**src/rtl/pipelined_controller.sv**
```systemverilog
// pipelined_controller
//   Decodes the ID-stage opcode and registers the control bundle into the ID/EX
//   boundary, with flush (bubble) taking priority over stall (hold) over load.
//   A RUN/DRAIN/HALTED state machine stops fetch when HLT_OPCODE is accepted,
//   waits DRAIN_CYCLES edges for EX/MEM/WB to empty, then reports halted until
//   resume is seen.
//   Optional feature macro: CTRL_JUMP_EN (JAL/JALR decode and the Jump output).
//   With it undefined, Jump is tied low and JAL/JALR decode as illegal.
module pipelined_controller #(
  parameter int                    OPCODE_W     = 7,
  parameter int                    DRAIN_CYCLES = 3,
  parameter logic [OPCODE_W-1:0]   HLT_OPCODE   = OPCODE_W'(7'h7F)
) (
  input  logic                clk,
  input  logic                reset_n,
  input  logic [OPCODE_W-1:0] Opcode,
  input  logic                instr_valid,
  input  logic                stall,
  input  logic                flush,
  input  logic                resume,
  output logic                ALUSrc,
  output logic                MemtoReg,
  output logic                RegWrite,
  output logic                MemRead,
  output logic                MemWrite,
  output logic                Branch,
  output logic [1:0]          ALUOp,
  output logic                Jump,
  output logic                ctrl_valid,
  output logic                illegal_op,
  output logic                fetch_en,
  output logic                halted
);

  localparam logic [OPCODE_W-1:0] OP_R    = OPCODE_W'(7'b0110011);
  localparam logic [OPCODE_W-1:0] OP_I    = OPCODE_W'(7'b0010011);
  localparam logic [OPCODE_W-1:0] OP_LW   = OPCODE_W'(7'b0000011);
  localparam logic [OPCODE_W-1:0] OP_SW   = OPCODE_W'(7'b0100011);
  localparam logic [OPCODE_W-1:0] OP_BR   = OPCODE_W'(7'b1100011);
`ifdef CTRL_JUMP_EN
  localparam logic [OPCODE_W-1:0] OP_JAL  = OPCODE_W'(7'b1101111);
  localparam logic [OPCODE_W-1:0] OP_JALR = OPCODE_W'(7'b1100111);
`endif

  // Counter is loaded with DRAIN_CYCLES-1 so HALTED is reached DRAIN_CYCLES edges after HLT.
  localparam logic [3:0] DRAIN_INIT = 4'(DRAIN_CYCLES - 1);

  typedef struct packed {
    logic       alu_src;
    logic       mem_to_reg;
    logic       reg_write;
    logic       mem_read;
    logic       mem_write;
    logic       branch;
    logic [1:0] alu_op;
    logic       jump;
  } ctrl_t;

  typedef struct packed {
    logic  legal;
    ctrl_t ctrl;
  } dec_t;

  typedef enum logic [1:0] {
    ST_RUN    = 2'd0,
    ST_DRAIN  = 2'd1,
    ST_HALTED = 2'd2
  } state_t;

  // Opcode to control-bundle table; anything not listed (HLT included) is illegal.
  function automatic dec_t decode_op(input logic [OPCODE_W-1:0] op);
    dec_t d;
    d = '0;
    case (op)
      OP_R: begin
        d.legal          = 1'b1;
        d.ctrl.reg_write = 1'b1;
        d.ctrl.alu_op    = 2'b10;
      end
      OP_I: begin
        d.legal          = 1'b1;
        d.ctrl.alu_src   = 1'b1;
        d.ctrl.reg_write = 1'b1;
        d.ctrl.alu_op    = 2'b11;
      end
      OP_LW: begin
        d.legal           = 1'b1;
        d.ctrl.alu_src    = 1'b1;
        d.ctrl.mem_to_reg = 1'b1;
        d.ctrl.reg_write  = 1'b1;
        d.ctrl.mem_read   = 1'b1;
        d.ctrl.alu_op     = 2'b00;
      end
      OP_SW: begin
        d.legal          = 1'b1;
        d.ctrl.alu_src   = 1'b1;
        d.ctrl.mem_write = 1'b1;
        d.ctrl.alu_op    = 2'b00;
      end
      OP_BR: begin
        d.legal       = 1'b1;
        d.ctrl.branch = 1'b1;
        d.ctrl.alu_op = 2'b01;
      end
`ifdef CTRL_JUMP_EN
      OP_JAL: begin
        d.legal          = 1'b1;
        d.ctrl.reg_write = 1'b1;
        d.ctrl.jump      = 1'b1;
        d.ctrl.alu_op    = 2'b00;
      end
      OP_JALR: begin
        d.legal          = 1'b1;
        d.ctrl.alu_src   = 1'b1;
        d.ctrl.reg_write = 1'b1;
        d.ctrl.jump      = 1'b1;
        d.ctrl.alu_op    = 2'b00;
      end
`endif
      default: begin
        d = '0;
      end
    endcase
    return d;
  endfunction

  state_t     state_q;
  logic [3:0] cnt_q;
  logic       fetch_en_q;
  logic       halted_q;

  ctrl_t      ctrl_q;
  ctrl_t      ctrl_d;
  logic       ctrl_valid_q;
  logic       ctrl_valid_d;
  logic       illegal_q;
  logic       illegal_d;

  dec_t       dec_s;
  logic       run_s;
  logic       accept_s;
  logic       hlt_go_s;

  // Next ID/EX bundle: flush beats stall beats load; only RUN loads real instructions.
  always_comb begin
    dec_s    = decode_op(Opcode);
    run_s    = (state_q == ST_RUN);
    accept_s = run_s & instr_valid & ~stall & ~flush;
    hlt_go_s = accept_s & (Opcode == HLT_OPCODE);
    ctrl_d       = '0;
    ctrl_valid_d = 1'b0;
    if (flush) begin
      ctrl_d       = '0;
      ctrl_valid_d = 1'b0;
    end else if (stall) begin
      ctrl_d       = ctrl_q;
      ctrl_valid_d = ctrl_valid_q;
    end else if (run_s && instr_valid && dec_s.legal) begin
      ctrl_d       = dec_s.ctrl;
      ctrl_valid_d = 1'b1;
    end else begin
      ctrl_d       = '0;
      ctrl_valid_d = 1'b0;
    end
    // HLT is undecodable on purpose but is a request, not an error.
    illegal_d = accept_s & ~dec_s.legal & (Opcode != HLT_OPCODE);
  end

  // ID/EX control register and the illegal-opcode pulse.
  always_ff @(posedge clk or negedge reset_n) begin
    if (!reset_n) begin
      ctrl_q       <= '0;
      ctrl_valid_q <= 1'b0;
      illegal_q    <= 1'b0;
    end else begin
      ctrl_q       <= ctrl_d;
      ctrl_valid_q <= ctrl_valid_d;
      illegal_q    <= illegal_d;
    end
  end

  // Halt sequencer: RUN -> DRAIN on accepted HLT, DRAIN counts down to HALTED, resume returns to RUN.
  always_ff @(posedge clk or negedge reset_n) begin
    if (!reset_n) begin
      state_q    <= ST_RUN;
      cnt_q      <= 4'd0;
      fetch_en_q <= 1'b1;
      halted_q   <= 1'b0;
    end else begin
      case (state_q)
        ST_RUN: begin
          if (hlt_go_s) begin
            state_q    <= ST_DRAIN;
            cnt_q      <= DRAIN_INIT;
            fetch_en_q <= 1'b0;
          end else begin
            fetch_en_q <= 1'b1;
          end
          halted_q <= 1'b0;
        end
        ST_DRAIN: begin
          fetch_en_q <= 1'b0;
          if (cnt_q == 4'd0) begin
            state_q  <= ST_HALTED;
            halted_q <= 1'b1;
          end else begin
            cnt_q    <= cnt_q - 4'd1;
            halted_q <= 1'b0;
          end
        end
        ST_HALTED: begin
          if (resume) begin
            state_q    <= ST_RUN;
            halted_q   <= 1'b0;
            fetch_en_q <= 1'b1;
          end else begin
            halted_q   <= 1'b1;
            fetch_en_q <= 1'b0;
          end
        end
        default: begin
          state_q    <= ST_RUN;
          cnt_q      <= 4'd0;
          fetch_en_q <= 1'b1;
          halted_q   <= 1'b0;
        end
      endcase
    end
  end

  assign ALUSrc     = ctrl_q.alu_src;
  assign MemtoReg   = ctrl_q.mem_to_reg;
  assign RegWrite   = ctrl_q.reg_write;
  assign MemRead    = ctrl_q.mem_read;
  assign MemWrite   = ctrl_q.mem_write;
  assign Branch     = ctrl_q.branch;
  assign ALUOp      = ctrl_q.alu_op;
  assign Jump       = ctrl_q.jump;
  assign ctrl_valid = ctrl_valid_q;
  assign illegal_op = illegal_q;
  assign fetch_en   = fetch_en_q;
  assign halted     = halted_q;

endmodule

```
**config.mk**
```make
export PLATFORM = sky130hd
export DESIGN_NAME = pipelined_controller
export DESIGN_NICKNAME = d
export VERILOG_FILES = /design/src/rtl/pipelined_controller.sv
export SDC_FILE = /design/constraint.sdc
export NUM_CORES = 1
export LEC_CHECK = 0
export CAP_MARGIN = 40
export CORE_UTILIZATION = 40
export CTS_BUF_LIST = sky130_fd_sc_hd__clkbuf_4
export DETAILED_ROUTE_END_ITERATION = 8
export PLACE_DENSITY_LB_ADDON = 0.12
export SLEW_MARGIN = 20
export SYNTH_ARGS = -nofsm -noshare
export SYNTH_HDL_FRONTEND = slang
export SYNTH_SLANG_ARGS = --single-unit
```
**constraint.sdc**
```tcl
create_clock -name clk -period 4.3 [get_ports clk]
set_input_delay 0.43 -clock clk [delete_from_list [all_inputs] [get_ports clk]]
set_output_delay 0.43 -clock clk [all_outputs]
set_load 0.05 [all_outputs]
```
### Word level (Yosys, flattened, before mapping)

Cells that the tools add are included.

| cells by class | value |
|---|---|
| bitwise operators | 10 |
| muxes and demuxes | 26 |
| add/subtract/negate cells | 1 |
| reduce and logical (&&, ||, !) cells | 9 |
| equality and inequality tests | 14 |

Operators by type and width:

| cell | number |
|---|---|
| 2-to-1 mux 9 bit | 3 |
| == test 7 x 6 -> 1 bit, second input constant | 2 |
| == test 7 bit, second input constant | 2 |
| 2-to-1 mux 1 bit | 13 |
| case mux 2 bit (3 select lines) | 2 |
| case mux 4 bit (3 select lines) | 1 |
| 2-to-1 mux 4 bit | 2 |
| == test 7 x 2 -> 1 bit, second input constant | 1 |
| == test 7 x 5 -> 1 bit, second input constant | 1 |
| != test 7 bit, second input constant | 1 |
| bitwise AND 1 bit | 6 |
| 2-to-1 mux 2 bit | 3 |
| != test 2 bit, second input constant | 3 |
| AND reduction 3 bit | 2 |
| OR reduction 3 bit | 2 |
| OR reduction 5 bit | 1 |
| logical NOT 4 bit | 1 |
| != test 2 x 1 -> 1 bit, second input constant | 2 |
| inverter 1 bit | 4 |
| subtractor 4 x 1 -> 4 bit, second input constant | 1 |
| case mux 1 bit (3 select lines) | 1 |
| == test 2 x 1 -> 1 bit, second input constant | 1 |
| == test 2 bit, second input constant | 1 |
| logical AND 1 bit | 2 |
| other kinds (2) | 2 |

| word-level totals | value |
|---|---|
| input bits | 13 |
| output and inout bits | 13 |
| word-level logic and storage cells | 74 |
| bits in registers | 19 |

### Longest topological paths before layout

| depth | value |
|---|---|
| depth after elaboration | 7 |
| gate-level depth with buffers | 6 |
| mapped depth without buffers | 6 |

### Worst setup path before layout

No wires, ideal clock.

| path | value |
|---|---|
| path type | reg2reg |
| start point | reg state_q[0] |
| end point | reg state_q[0] |
| path slack | 2.421 ns |
| setup time | 0.127 ns |
| arrival time | 1.752 ns |
| data required time | 4.173 ns |
| stages on the path, launching flop included | 7 |
| cell sequence | dfrtp_1 inv_1 ha_1 nand4bb_2 o41ai_4 nand3_2 mux2_1 |

| between the ends | value |
|---|---|
| word-level cells in the longest chain between the ends | 7 |
| elaborated cells between the ends (all ways) | 12 |
| classes of those cells | eq/ne: 5; mux: 1; bitwise: 4; reduce/logical: 2 |

RTL lines:

| what | RTL line | source |
|---|---|---|
| from (decl) | 127 | `state_t state_q;` |
| from (signal assigned) | 185 | `state_q <= ST_RUN;` |
| from (signal assigned) | 193 | `state_q <= ST_DRAIN;` |
| from (signal assigned) | 204 | `state_q <= ST_HALTED;` |
| logical NOT 2 bit | 147, 190 |  |
| bitwise AND 1 bit (3 in series) | 148 | `accept_s = run_s & instr_valid & ~stall & ~flush;` |
| bitwise AND 1 bit | 149 | `hlt_go_s = accept_s & (Opcode == HLT_OPCODE);` |
| != test 2 x 1 -> 1 bit (no line) | - |  |
| AND reduction 3 bit (no line) | - |  |

Several ways; a longest one is shown, not always the timed one.
A chain may end at the register's enable or synchronous reset.

### Worst setup path in the final report

Ends and elaborated chain as after synthesis.

==> impl_results.md <==
- H-tree depth: 1
- Critical R2R Launch: state_q[0]
- Hold Path Class: in -> async
- Clock root cell: clkbuf_4
- Worst Clk Skew: 0.002688 ns
- Worst reg2reg path depth: 6
- Setup bufs post-CTS: 0
- RR Endpoint: state_q[0]
- FF+latch area: 426.7 sq um
- Combinational Power Share: between 50% and 60%
- DP Wirelength: 1509 um
- PwrDens: 514.3 mW/mm^2
- Post-placement worst setup slack: 2.004 ns
- Syn Inst Count: 93
- Total track usage: 16.81%
- Max-cap violations: 0
- Switch share: 41.19%
- Resize count post-CTS: 0
- Hold buffers post-CTS: 0
- Worst setup SP type: flip-flop
- Input/output buffers: 24
- Final worst-path cycle share: approximately half
- Row count: 17
- Hold Fails Final Rpt: 0
- Pin count of the biggest net entering global routing: 18
- CP Capture Type: flip-flop
- Sequential fraction of the synthesis area: approximately 45%
- GP Congestion: 0.9186
- Worst-path maximum fanout: 8
- Multi-input combinational cell area: 466.7 sq um
- Setup TNS: 0 ns
- Initial core utilization: a little over two fifths
- Commonest non-fill, non-tap cell in the layout: clkdlybuf4s50_1
- Yosys warning count: 0
- Core area: around 0.0022 sq mm
- Tightest Pin Transition: 0.5753 ns
- Die width: 50.57 um
- Final worst slack: 2.186 ns
- Slowest CP cell: o41ai_4
- Syn Area/Cell: just over 10 sq um
- Pins Over Slew Limit: 0
- CTS clk-pin slew, worst paths: 0.10 ns
- # diodes: 0
- Gr ovfl total: 0
- Syn_nets: 113
- Final Net Count: 139
- Overall Power: about 640 uW
- P&R area growth vs syn: 31.43%
- Final setup viols: 0
- Post-layout min period: 2.114 ns
- DRT Pass-1 Iters: 4
- Fmax: 0.4731 GHz
- Vias: 781
- VDD IR max: 295.9 uV
- Leak pwr: 0.0005470 uW
- CTS tree: yes
- Worst path cell trace: inv_1 -> ha_1 -> nand4bb_2 -> o41ai_4 -> nand3_2 -> mux2_1
- Fin area: approximately 0.0012 sq mm
- Req. time, crit path: between 4 and 5 ns
- Wirelength, routed: 1936 um
- Most frequent cells in the layout: 24 x clkdlybuf4s50_1, 16 x dfrtp_1, 13 x nand2_1
- Starting DRC count in detailed routing: 20
- Seq pwr share: 35.1%
- Post-Synthesis Cell Area: 943.4 sq um
- First-pass GRT wire length: 3160 um
- Switching Power: about 260 uW
- Hold WS: 0.3159 ns
- Clk Latency, worst-skew pair: about 0.28 ns
- Die H: 50.57 um
- Clock power share: 14.2%
- IO Pins: 26
- Initial antenna violation count: 0
- Share of cells above drive strength 1: 9.322%
- CTS max path bufs: 2
- DRT antenna net count: 0
- Critical setup path kind: reg -> reg
- Unrepaired setup endpoints after global routing: false
- WL per Instance: 13.26 um
- Fillcell total: 219
- Status: completed
- Synth unique cells: 34
- Pint: 375.1 uW
- Yosys reg bits: 17
- Clock Sinks: 17
- Post-DP Area: roughly 0.0012 sq mm
- Worst reg2reg setup slack: around 2.2 ns
- Largest stage delay, worst path: approximately 0.53 ns
- Number of global-route vias before repair: 739
- # DRC: 0
- Max-slew headroom: 61.57%
- CTS Buf Count: 3
- Signal arrival time at the worst endpoint: around 2.3 ns
- Die area: 0.002557 sq mm
- Routed vias/inst: 5.349
## Yosys cell counts
| master | instances | share of area [%] |
|---|---|---|
| a21boi_0 | 1 | 0.80 |
| dfstp_2 | 1 | 2.8 |
| conb_1 | 1 | 0.40 |
| dfrtp_1 | 16 | 42 |
| nor3b_1 | 2 | 1.6 |
| mux2_1 | 1 | 1.2 |
| a21oi_1 | 6 | 3.2 |
| nor2b_1 | 3 | 2.0 |
| o31ai_1 | 1 | 0.80 |
| o41ai_1 | 1 | 0.93 |
| a31oi_1 | 3 | 2.0 |
| or4_1 | 1 | 0.80 |
| or3b_2 | 1 | 0.93 |
| nand2_1 | 13 | 5.2 |
| o22ai_1 | 1 | 0.66 |
| o2bb2ai_1 | 3 | 2.8 |
| or2_2 | 1 | 0.66 |
| ha_1 | 7 | 9.3 |
| nand3b_1 | 1 | 0.80 |
| nand3_1 | 1 | 0.53 |
| o21ai_0 | 3 | 1.6 |
| buf_4 | 2 | 1.6 |
| buf_1 | 1 | 0.40 |
| nand2b_1 | 2 | 1.3 |
| o41ai_4 | 1 | 2.9 |
| nor3_1 | 1 | 0.53 |
| clkbuf_2 | 1 | 0.53 |
| a22o_1 | 3 | 2.8 |
| nand3_2 | 1 | 1.1 |
| inv_1 | 7 | 2.8 |
| or3_1 | 3 | 2.0 |
| nand4_1 | 1 | 0.66 |
| nor2_1 | 1 | 0.40 |
| nand4bb_2 | 1 | 1.7 |
## layout make-up
cell class	count	share of cell area, %
multi-input combinational	65	37.64
sequential	17	34.41
tap	28	2.825
clock buffer	4	2.422
timing repair buffer	25	20.59
inverter	7	2.119
## metal layers
metal	routed length [um]	GRT usage (%)	up-vias
met5	0	0	-
met4	17	7.870	0
met3	101	3.333	2
met2	985	28.89	26
met1	831	19.92	380
li1	-	-	373
## logic make-up after synthesis
logic type / count (synthesis) / share of synthesized area (%)
mux: 1 / 1.194
buf+inv: 11 / 5.304
flops: 17 / 45.23
other cells: 1 / 0.3975
simple gates: 33 / 20.16
fa+ha+maj: 7 / 9.283
compound gates: 23 / 18.44
## how the worst max path moves through the flow
stage,startpoint,end,cells after the start
4_1_cts,state_q[0],state_q[0],6
3_5_place_dp,Opcode[6],state_q[0],5
2_1_floorplan,state_q[0],state_q[0],6
6_report,state_q[0],state_q[0],6
5_1_grt,state_q[1],state_q[0],6
3_3_place_gp,Opcode[6],state_q[0],5
## critical path: cells and delay by family, from the launching register on
family,cells,cell delay [ns]
AO/OA/AOI/OAI,1,0.53
adder cells (fa/ha/maj),1,0.27
buffers and inverters,1,0.12
flip-flops,1,0.44
multiplexers,1,0.34
AND/OR/NAND/NOR,2,0.30
## power by group through the flow
stage               Clock (uW)  Combinational (uW)  Sequential (uW)
floorplan                    0                 206              256
global route              99.5                 358              228
global placement             0                 316              224
finish                    90.5                 324              224
detailed placement           0                 324              225
CTS                       92.5                 324              223
## state kept, by name, indices dropped and copies added (netlist names)
register    flops
ALUOp           2
ALUSrc          1
Branch          1
MemWrite        1
MemtoReg        1
RegWrite        1
cnt_q           4
ctrl_valid      1
fetch_en        1
halted          1
illegal_op      1
state_q         2
## through the flow
| step | util (%) | instances |
|---|---|---|
| 2_1_floorplan | - | 93 |
| 3_3_place_gp | 54.02 | 141 |
| 3_5_place_dp | 54.02 | 141 |
| 4_1_cts | 55.37 | 145 |
| 5_1_grt | 56.05 | 146 |
| 6_report | 56.05 | 146 |
(Power assumes the default switching activity.)
